`src/rtl/ssd_scan_mux.sv`:
```
// Multi-digit seven-segment scanner with frame-synchronous shadow loading,
// leading-zero suppression, per-digit blanking/decimal points and PWM brightness.
module ssd_scan_mux #(
    parameter int unsigned N_DIGITS   = 8,
    parameter int unsigned SCAN_DIV_W = 14,
    parameter int unsigned BRIGHT_W   = 3
) (
    input  logic                    Clk,
    input  logic                    Reset_n,
    input  logic [4*N_DIGITS-1:0]   digits_in,
    input  logic [N_DIGITS-1:0]     dp_in,
    input  logic [N_DIGITS-1:0]     blank_in,
    input  logic                    lz_suppress,
    input  logic [BRIGHT_W-1:0]     brightness,
    input  logic                    load,
    output logic [N_DIGITS-1:0]     An,
    output logic [7:0]              Cath,
    output logic                    frame_done
);

    localparam int unsigned IDX_W = (N_DIGITS > 1) ? $clog2(N_DIGITS) : 1;

    logic [SCAN_DIV_W-1:0] r_presc;
    logic [IDX_W-1:0]      r_idx;
    logic [4*N_DIGITS-1:0] r_digits;
    logic [N_DIGITS-1:0]   r_dp;
    logic [N_DIGITS-1:0]   r_blank;
    logic                  r_lz;
    logic                  r_pending;
    logic                  r_loaded;
    logic [N_DIGITS-1:0]   r_an;
    logic [7:0]            r_cath;

    logic                  w_presc_max;
    logic                  w_last;
    logic                  w_capture;
    logic [N_DIGITS-1:0]   w_supp;
    logic                  w_run;
    logic [3:0]            w_cur_digit;
    logic [BRIGHT_W-1:0]   w_phase;
    logic                  w_dark;
    logic [6:0]            w_seg;
    logic [N_DIGITS-1:0]   w_an_d;
    logic [7:0]            w_cath_d;

    assign w_presc_max = &r_presc;
    assign w_last      = (r_idx == IDX_W'(N_DIGITS - 1));
    assign frame_done  = w_presc_max && w_last;
    assign w_capture   = frame_done && (r_pending || load);
    assign w_cur_digit = r_digits[{r_idx, 2'b00} +: 4];
    assign w_phase     = r_presc[SCAN_DIV_W-1 -: BRIGHT_W];

    // Walk down from the most significant digit while every digit seen is zero.
    always_comb begin
        w_run  = 1'b1;
        w_supp = '0;
        for (int k = N_DIGITS - 1; k >= 0; k--) begin
            w_run     = w_run & (r_digits[4*k +: 4] == 4'h0);
            w_supp[k] = r_lz & w_run & (k != 0);
        end
    end

    always_comb begin
        w_seg = 7'h7F;
        case (w_cur_digit)
            4'h0: w_seg = 7'h01;
            4'h1: w_seg = 7'h4F;
            4'h2: w_seg = 7'h12;
            4'h3: w_seg = 7'h06;
            4'h4: w_seg = 7'h4C;
            4'h5: w_seg = 7'h24;
            4'h6: w_seg = 7'h20;
            4'h7: w_seg = 7'h0F;
            4'h8: w_seg = 7'h00;
            4'h9: w_seg = 7'h04;
            4'hA: w_seg = 7'h08;
            4'hB: w_seg = 7'h60;
            4'hC: w_seg = 7'h31;
            4'hD: w_seg = 7'h42;
            4'hE: w_seg = 7'h30;
            4'hF: w_seg = 7'h38;
            default: w_seg = 7'h7F;
        endcase
    end

    always_comb begin
        w_dark   = r_blank[r_idx] | (w_supp[r_idx] & ~r_dp[r_idx]);
        w_an_d   = '1;
        w_cath_d = 8'hFF;
        // Prescaler zero is a dead-band slot so the previous digit never ghosts onto the next.
        if (r_loaded && !w_dark && (r_presc != '0) && (w_phase <= brightness)) begin
            w_an_d[r_idx] = 1'b0;
        end
        if (r_loaded && !r_blank[r_idx]) begin
            w_cath_d = {(w_supp[r_idx] ? 7'h7F : w_seg), ~r_dp[r_idx]};
        end
    end

    always_ff @(posedge Clk or negedge Reset_n) begin
        if (!Reset_n) begin
            r_presc   <= '0;
            r_idx     <= '0;
            r_digits  <= '0;
            r_dp      <= '0;
            r_blank   <= '0;
            r_lz      <= 1'b0;
            r_pending <= 1'b0;
            r_loaded  <= 1'b0;
            r_an      <= '1;
            r_cath    <= 8'hFF;
        end else begin
            r_presc <= r_presc + SCAN_DIV_W'(1);
            if (w_presc_max) begin
                r_idx <= w_last ? '0 : r_idx + IDX_W'(1);
            end
            if (w_capture) begin
                r_digits  <= digits_in;
                r_dp      <= dp_in;
                r_blank   <= blank_in;
                r_lz      <= lz_suppress;
                r_loaded  <= 1'b1;
                r_pending <= 1'b0;
            end else if (load) begin
                r_pending <= 1'b1;
            end
            r_an   <= w_an_d;
            r_cath <= w_cath_d;
        end
    end

    assign An   = r_an;
    assign Cath = r_cath;

endmodule

```
`config.mk`:
```
export PLATFORM = sky130hd
export DESIGN_NAME = ssd_scan_mux
export DESIGN_NICKNAME = d
export VERILOG_FILES = /design/src/rtl/ssd_scan_mux.sv
export SDC_FILE = /design/constraint.sdc
export NUM_CORES = 1
export LEC_CHECK = 0
export CAP_MARGIN = 0
export CORE_MARGIN = 4
export CORE_UTILIZATION = 50
export DETAILED_ROUTE_END_ITERATION = 10
export DONT_BUFFER_PORTS = 1
export PLACE_DENSITY = 0.71
export SETUP_SLACK_MARGIN = 0.3
export SYNTH_ARGS = -nofsm -noshare
export SYNTH_HDL_FRONTEND = slang
export SYNTH_SLANG_ARGS = --single-unit
```
`constraint.sdc`:
```
create_clock -name Clk -period 2.25 [get_ports Clk]
set_input_delay 0 -clock Clk [delete_from_list [all_inputs] [get_ports Clk]]
set_output_delay 0 -clock Clk [all_outputs]
set_load 0.01 [all_outputs]
```
Word level (Yosys, flattened, before mapping) --
Memories as Yosys holds them, arrays and structs flattened. Cells that the tools add are included. Widths: inputs -> output; s select.
Storage, ports and cells: input bits 55, bits in registers 84, memories 1, bits in read-only memories 112, output and inout bits 17
Operators by class: muxes and demuxes 14, reductions and logical operators 20, shifts and indexed selects 1, $lt $le $gt $ge 3, equality and inequality tests 1, bitwise operators 17, add/sub/neg operators 2
Memory list:
- (no name shown) | words 16, bits a word 7, read ports 1, clocked after Yosys merged registers in 0, wr ports 0, line 65 | case (w_cur_digit)
Operators with widths (number):
- $shiftx 32x6->4 | 1
- $logic_not 4->1 | 7
- $mux 8 | 2
- $add 14x1->14 const B | 1
- $and 1x1->1 | 14
- $reduce_and 14->1 | 1
- $reduce_bool 14->1 | 1
- $bmux 1 s3 | 3
- $not 8->8 | 1
- $logic_and 1x1->1 | 7
- $mux 7 | 1
- $mux 1 | 6
- $lt 3x4->1 const B | 1
- $add 3x1->3 const B | 1
- $demux 1 s3 | 1
- $eq 3x3->1 const B | 1
- $ge 3x1->1 const B | 1
- $le 3x3->1 | 1
- $mux 3 | 1
- $logic_not 1->1 | 2
- $reduce_bool 2->1 | 1
- $logic_or 1x1->1 | 1
- $not 1->1 | 1
- $or 1x1->1 | 1

Logic depth before layout (Yosys ltp) --
Gate-level depths: netlist of the first run.
depth after elaboration 17, gate-level depth with buffers 10

Least setup slack after synthesis of the first run --
Ideal clock, no wire load.
path kind register -> register, from register r_idx[1], to register r_cath[4] (netlist: Cath[4]), slack 0.147 ns, period minus slack after synthesis 2.103 ns, data required time 2.156 ns, stages on the path, launching flop included 9, setup time 0.094 ns, data arrival time 2.008 ns, cell sequence dfrtp_1 > buf_4 > buf_4 > mux2i_1 > mux4_2 > ha_1 > mux2_1 > nor2_1 > o21ai_1
Between the ends: cells in the longest elaborated chain, start to end 5, elaborated cells between the ends (all ways) 10
Ends and longest elaborated chain:
- from (decl) | line 24 | logic [IDX_W-1:0] r_idx;
- from (signal assigned) | line 114 | r_idx <= w_last ? '0 : r_idx + IDX_W'(1);
- branches (longest 4 deep; another with $mem_v2 16x7)
- $mux 8 (*) | line 94 | if (r_loaded && !r_blank[r_idx]) begin
- via w_cath_d[4] | line 44 | logic [7:0] w_cath_d;
- to (signal assigned) | line 127 | r_cath <= w_cath_d;
- to (decl) | line 32 | logic [7:0] r_cath;
Mark *: on every way through the listed nets, which the timed path passes. The select of a mux whose other input is x is not followed. A chain may end at the register's enable or synchronous reset.

Worst setup path in the final report of the first run --
Ends and elaborated chain as after synthesis.

==> results of run 1 <==
layout by cell type (no fill, tap or decap), types with 7 or more instances in the layout:
cell type      netlist  final
buf_4                3     22
clkbuf_8             0      9
dfrtp_1             68     66
dfstp_2             16     16
dlygate4sd3_1        0     51
inv_1               13     10
mux2_4              49     51
mux2i_1              8      7
mux4_2               9      9
nand2_1              9      8
nand3_1              7      7
nor2_1              11     11
xnor2_1              9      9
synth_stat cells (all sizes together) (3+ instances only):
| cell type | count |
|---|---|
| dfrtp | 68 |
| mux2 | 56 |
| dfstp | 16 |
| buf | 13 |
| ha | 13 |
| inv | 13 |
| nor2 | 11 |
| mux4 | 9 |
| nand2 | 9 |
| xnor2 | 9 |
| mux2i | 8 |
| nand3 | 7 |
| nand4 | 7 |
| o21ai | 7 |
| nor4 | 6 |
| and3 | 4 |
| nor3 | 4 |
| o211ai | 4 |
| nor2b | 3 |
| o221ai | 3 |
| xor2 | 3 |
worst reg2reg max path, cell delays in order, from the launching register on:
cell,delay [ns]
dfrtp_2,0.44
buf_12,0.14
mux4_2,0.50
mux2_4,0.33
inv_6,0.09
ha_4,0.20
o211a_1,0.21
o21ai_1,0.14
final timing paths:
| path | endpoint | depth (start not counted) | slack, ns | start |
|---|---|---|---|---|
| min in group Clk | r_blank[5] | 2 | 0.32 | blank_in[5] |
| worst max-delay path | Cath[4] | 7 | 0.12 | r_idx[1] |
| worst max register to register | Cath[4] | 7 | 0.12 | r_idx[1] |
| worst min-delay path | r_digits[0] | 2 | 0.23 | Reset_n |
| worst min register to register | r_loaded | 1 | 0.49 | r_loaded |
| max in group asynchronous | An[4] | 2 | 1.66 | Reset_n |
final cells by class:
type                            count  area, sq um  share of cell area [%]
Sequential cell                    84         2120                    38.5
Clock inverter                      5         85.1                    1.54
Multi-Input combinational cell    191         2100                    38.0
Timing Repair Buffer               82          887                    16.1
Clock buffer                       11          131                    2.38
Inverter                           13         56.3                    1.02
Tap cell                          105          131                    2.38
registers in the layout, summed over array words and instances (netlist names):
| name | count |
|---|---|
| r_pending | 1 |
| r_digits | 32 |
| r_presc | 14 |
| An | 8 |
| r_dp | 8 |
| r_lz | 1 |
| r_blank | 8 |
| r_loaded | 1 |
| Cath | 8 |
| r_idx | 3 |
timing repair:
item	in CTS	in global routing
hold buffers	52	0
buffers inserted	12	5
gates resized for setup	10	10
pin swaps	4	9
gates cloned	3	1
hold endpoints to repair	134	0
endpoints found under the setup margin	58	54
power by group through the flow:
| stage | clock [W] | sequential (W) | combinational, W |
|---|---|---|---|
| after floorplan | 0 | 0.00154 | 0.00000631 |
| after global placement | 0 | 0.00154 | 0.00000704 |
| after detailed placement | 0 | 0.00154 | 0.00000775 |
| after CTS | 0.00120 | 0.00151 | 0.000118 |
| after global routing | 0.00127 | 0.00151 | 0.000128 |
| final | 0.00119 | 0.00151 | 0.000116 |
per-layer routing:
| layer | up-vias | track usage [%] | wire [um] |
|---|---|---|---|
| li1 | 1262 | - | - |
| met1 | 1409 | 25.4 | 4030 |
| met2 | 95 | 32.5 | 4860 |
| met3 | 13 | 4.36 | 482 |
| met4 | 0 | 5.39 | 135 |
| met5 | - | 0 | 0 |
cells by family after synthesis:
group | after synthesis | synth area share (%)
multiplexers | 73 | 25.5
adder cells (fa/ha/maj) | 13 | 3.77
AND/OR/NAND/NOR | 67 | 9.64
AO/OA/AOI/OAI | 26 | 4.67
flip-flops | 84 | 49.2
XOR/XNOR | 12 | 2.44
buffers and inverters | 27 | 4.79
stage by stage:
stage	util, %	power [W]	std cells
after floorplan	-	0.00155	302
final	66.4	0.00281	491
after global placement	53.4	0.00155	402
after CTS	65.1	0.00283	485
after global routing	66.4	0.00291	491
after detailed placement	53.4	0.00155	402
==> summary.txt, run 1 <==
Status
  • Status: finished, final reports clean

CTS
  • Total CTS buffers: 9
  • CTS sink cnt: 84
  • H-tree level count: 3
  • TritonCTS clock tree: done
  • Worst-path clk slew: 0.09 ns
  • Worst-skew pair later-pin latency: 0.35 ns
  • CTS root buf: clkbuf_8
  • CTS max path bufs: 2

Yosys
  • Mapped Area: roughly 4300 sq um
  • Seq/Total Area, Yosys: approximately half
  • Synth top area cells: dfrtp_1, mux2_4, dfstp_2, mux4_2, ha_1
  • Yosys top cell area share: 39.5%
  • Post-synth EDFFs: 0
  • Synth area leader: dfrtp_1
  • Asr flop ratio synth: between 90% and 100%
  • Synthesized flop and latch total: 84
  • Post-Syn Area per Cell: 14.3 sq um
  • Syn nets: 370
  • Yosys warns: 0
  • Distinct cells, synth: 54
  • Post-synth top flop: dfrtp_1
  • Syn Inst Count: roughly 300

Die
  • Die H: roughly 100 um
  • Core ar.: 8300 sq um
  • Die ar.: 10,200 sq um
  • Die Width: around 100 um
  • Initial Utilization: between 50 and 60%
  • Core Rows: 33
  • Num ports: 72

Global routing
  • Initial antenna violation count: 0
  • GR Overflow Total: 0
  • Pin count of the biggest net entering global routing: 85
  • Total Routing Usage GR: 19.4%
  • Vias in the first global route: about 2,900
  • First-pass GRT wire length: about 15 mm

Timing
  • Period minus WS final: ~2.1 ns
  • Worst slew pin tran: between 0.4 and 0.5 ns
  • Setup-failing EPs final: 0
  • Final Hold Fails: 0
  • RSZ-0062 raised after global routing: true
  • Min Hold Slack: about 0.23 ns
  • Worst Slack Setup Final: between 0.1 and 0.15 ns
  • Fmax: 0.470 GHz
  • Setup TNS: 0 ns
  • Relative slew slack: about two thirds
  • Crit share post-route: between 90% and 100%
  • Max-slew violations: 0
  • Clock Skew: 0.0126 ns

Power
  • Switching Share: a little over a fifth
  • Leakage: approximately 2.4 nW
  • Max IR drop VDD: 0.297 mV
  • Sequential share of power: 53.7%
  • Clock share of power: between 40% and 50%
  • Internal: ~0.0022 W
  • PD cells: between 500 and 600 nW/um^2
  • Combinational Power Share: ~4.1%
  • Net Sw Power: just over 0.0006 W

Critical path
  • Crit path DAT: between 2 and 2.5 ns
  • Cells along the critical path: buf_12 -> mux4_2 -> mux2_4 -> inv_6 -> ha_4 -> o211a_1 -> o21ai_1
  • CP top delay family: multiplexers
  • WP data required: approximately 2.5 ns
  • CP Max Fanout: 6
  • Slowest cell on crit path: mux4_2
  • Crit end category: flip-flop
  • CP Class: reg -> reg
  • CP max stage delay: roughly 0.5 ns
  • Worst Setup Start Kind: flip-flop
  • WP buf/inv: 2

Finish
  • Proportion of layout cells with a drive suffix above 1: about two fifths
  • Synth-to-layout area growth: 27.9%
  • Antenna diodes: 0
  • Post-layout nets: about 450
  • Final std cell area, no fill: 5510 sq um
  • Fillers: 581

Detailed routing
  • DRC: 0
  • Vias per cell: ~5.7
  • DR pass1 iterations: 4
  • Via count: roughly 2,800
  • DRT antenna net count: 0
  • Average wire per standard cell: roughly 19 um
  • WL final: around 9.5 mm
  • Drt initial violations: ~100

Min path
  • Hold WC Path Type: in -> async

Place
  • Detailed Place HPWL: 5.94 mm
  • Pre-CTS WS: 0.0746 ns
  • PortBufs: 0
  • DP Area: around 4400 sq um
  • Routability cong.: between 0.7 and 0.8

Job
  • Max cap viols: 0
(Power assumes the default switching activity.)
==> run 2, diff against run 1 <==
--- a/config.mk
+++ b/config.mk
@@ -5,12 +5,11 @@
 export SDC_FILE = /design/constraint.sdc
 export NUM_CORES = 1
 export LEC_CHECK = 0
-export CAP_MARGIN = 0
 export CORE_MARGIN = 4
 export CORE_UTILIZATION = 50
 export DETAILED_ROUTE_END_ITERATION = 10
 export DONT_BUFFER_PORTS = 1
-export PLACE_DENSITY = 0.71
+export PLACE_DENSITY = 0.68
 export SETUP_SLACK_MARGIN = 0.3
 export SYNTH_ARGS = -nofsm -noshare
 export SYNTH_HDL_FRONTEND = slang
==> constraint.sdc (replaced) <==
create_clock -name Clk -period 2.6 [get_ports Clk]
set_input_delay 0 -clock Clk [delete_from_list [all_inputs] [get_ports Clk]]
set_output_delay 0 -clock Clk [all_outputs]
set_load 0.01 [all_outputs]
==> run 2 against run 1 <==
Compared with the run above:
- largest power group unchanged
- register-to-register slack better by 0.29 ns
- combinational power is 14% lower
- die area stayed put
- routed wire length is 6.4% lower
- fmax is 2.9% lower
- clock skew is 0.0020 ns lower
- critical path depth is 2 higher
- sequential share of layout area is 2.0 points higher
- clock power is 7% lower
- worst hold slack worse by 0.019 ns
- global-route usage is 0.58 points lower
==> summary.txt, run 2 (synthesis gave the netlist of run 1 again) <==
Detailed routing
  • DR pass1 iterations: 4
  • Via count: around 2,700
  • Drt initial violations: 126
  • Vias per cell: ~5.6
  • DRC: 0
  • WL final: 8.90 mm
  • DRT antenna net count: 0
  • Average wire per standard cell: approximately 19 um

Power
  • Clock share of power: 44.1%
  • Leakage: 2.30 nW
  • Combinational Power Share: 4.0%
  • Switching Share: 20.4%
  • PD cells: between 400 and 500 nW/um^2
  • Net Sw Power: slightly above 0.0005 W
  • Internal: around 0.0020 W
  • Max IR drop VDD: about 0.28 mV
  • Sequential share of power: 51.9%

Critical path
  • Crit end category: flip-flop
  • Crit path DAT: roughly 2.5 ns
  • Worst Setup Start Kind: flip-flop
  • R2r endpoint: Cath[2]
  • CP Max Fanout: 10
  • Reg2Reg Setup Slack: slightly above 0.4 ns
  • CP Class: reg -> reg
  • Register-to-Register Path Depth: 9
  • WP data required: about 2.9 ns
  • R2r startpoint: r_idx[1]

Global routing
  • Vias in the first global route: approximately 2,900
  • Total Routing Usage GR: about a fifth
  • Global Route met2 Usage: between 20 and 30%
  • Initial antenna violation count: 0
  • Pin count of the biggest net entering global routing: 85
  • GRT busiest layer: met2
  • First-pass GRT wire length: around 15 mm
  • Grt met3 use: under 10%
  • GR Util met1: about a quarter
  • GR Overflow Total: 0

CTS
  • TritonCTS clock tree: done
  • CTS max path bufs: 2
  • Total CTS buffers: 9
  • Worst-path clk slew: around 0.09 ns
  • Worst-skew pair later-pin latency: ~0.36 ns
  • H-tree level count: 3
  • CTS root buf: clkbuf_8
  • CTS sink cnt: 84

Timing
  • Final Hold Fails: 0
  • Relative slew slack: approximately three fifths
  • RSZ-0062 raised after global routing: true
  • Worst slew pin tran: approximately 0.58 ns
  • Clock Skew: roughly 0.011 ns
  • Worst Slack Setup Final: 0.408 ns
  • Period minus WS final: around 2.2 ns
  • Max-slew violations: 0
  • Setup-failing EPs final: 0
  • Crit share post-route: 84.3%
  • Fmax: between 0.4 and 0.5 GHz
  • Setup TNS: 0 ns

Place
  • PortBufs: 0
  • Detailed Place HPWL: roughly 6.0 mm
  • Pre-CTS WS: 0.309 ns
  • Routability cong.: 0.849

Finish
  • Max reg flops: 32
  • Commonest non-fill, non-tap cell in the layout: dfrtp_1
  • Synth-to-layout area growth: 21.4%
  • Antenna diodes: 0
  • Most flops, register: r_digits
  • Most frequent cells in the layout: dfrtp_1, dlygate4sd3_1, mux2_4
  • Proportion of layout cells with a drive suffix above 1: roughly a third
  • Post-layout nets: ~440
  • Biggest registers after layout: r_digits (32), r_presc (14)

Die
  • Core ar.: roughly 8300 sq um
  • Die ar.: 10,200 sq um
  • Initial Utilization: ~52%
  • Num ports: ~70
  • Core Rows: 33
  • Die Width: just over 100 um
  • Die H: ~100 um

Job
  • Max cap viols: 0

Min path
  • Hold WC Path Type: in -> async

Status
  • Status: finished, final reports clean
## run 2: cell type report
type / instances / area [sq um]
Inverter: 13 / 48.8
Fill cell: 632 / 3070
Sequential cell: 84 / 2120
Multi-Input combinational cell: 191 / 2000
Clock inverter: 6 / 111
Tap cell: 105 / 131
Timing Repair Buffer: 69 / 693
Clock buffer: 10 / 128
## run 2: critical path: stages (launching register included)
cell and delay [ns]:
dfrtp_1 0.38, buf_8 0.16, mux4_2 0.52, mux2_4 0.32
inv_1 0.11, ha_2 0.21, inv_1 0.07, nor2_1 0.11
a21oi_1 0.07, o221ai_2 0.17
## run 2: metrics by stage
stage | cells | total power (W) | area (sq um) | utilization (%) | hold slack, ns
global placement | 403 | 0.00134 | 4370 | 52.7 | -0.292
finish | 478 | 0.00252 | 5230 | 63.0 | 0.208
detailed placement | 403 | 0.00134 | 4370 | 52.7 | -0.292
global route | 478 | 0.00261 | 5230 | 63.0 | 0.256
CTS | 471 | 0.00254 | 5150 | 62.1 | 0.235
floorplan | 302 | 0.00134 | 4310 | - | -0.296
## run 2: worst max-delay path by stage
stage	from	end
global placement	r_idx[1]	Cath[2]
detailed placement	r_idx[1]	Cath[2]
CTS	r_idx[1]	Cath[2]
floorplan	r_idx[1]	Cath[4]
global route	r_idx[1]	Cath[2]
finish	r_idx[1]	Cath[2]
## run 2: power groups by stage
stage	sequential, W	combinational, W	clock, W
2_1_floorplan	0.00133	0.00000546	0
3_3_place_gp	0.00133	0.00000607	0
3_5_place_dp	0.00133	0.00000650	0
4_1_cts	0.00131	0.000102	0.00113
5_1_grt	0.00131	0.000111	0.00119
6_report	0.00131	0.000100	0.00111
## run 2: routing by layer
layer | part of all wire, % | vias up
met1 | 45 | 1326
met5 | 0 | -
met2 | 48 | 85
met3 | 5.4 | 17
li1 | - | 1233
met4 | 2.1 | 0
## run 2: repair_timing
action	CTS	global route
endpoints found under the hold margin	134	0
pin swaps	0	2
hold buffers	52	0
gates cloned	0	0
buffers inserted	0	7
resized for setup	1	7
endpoints found under the setup margin	1	48
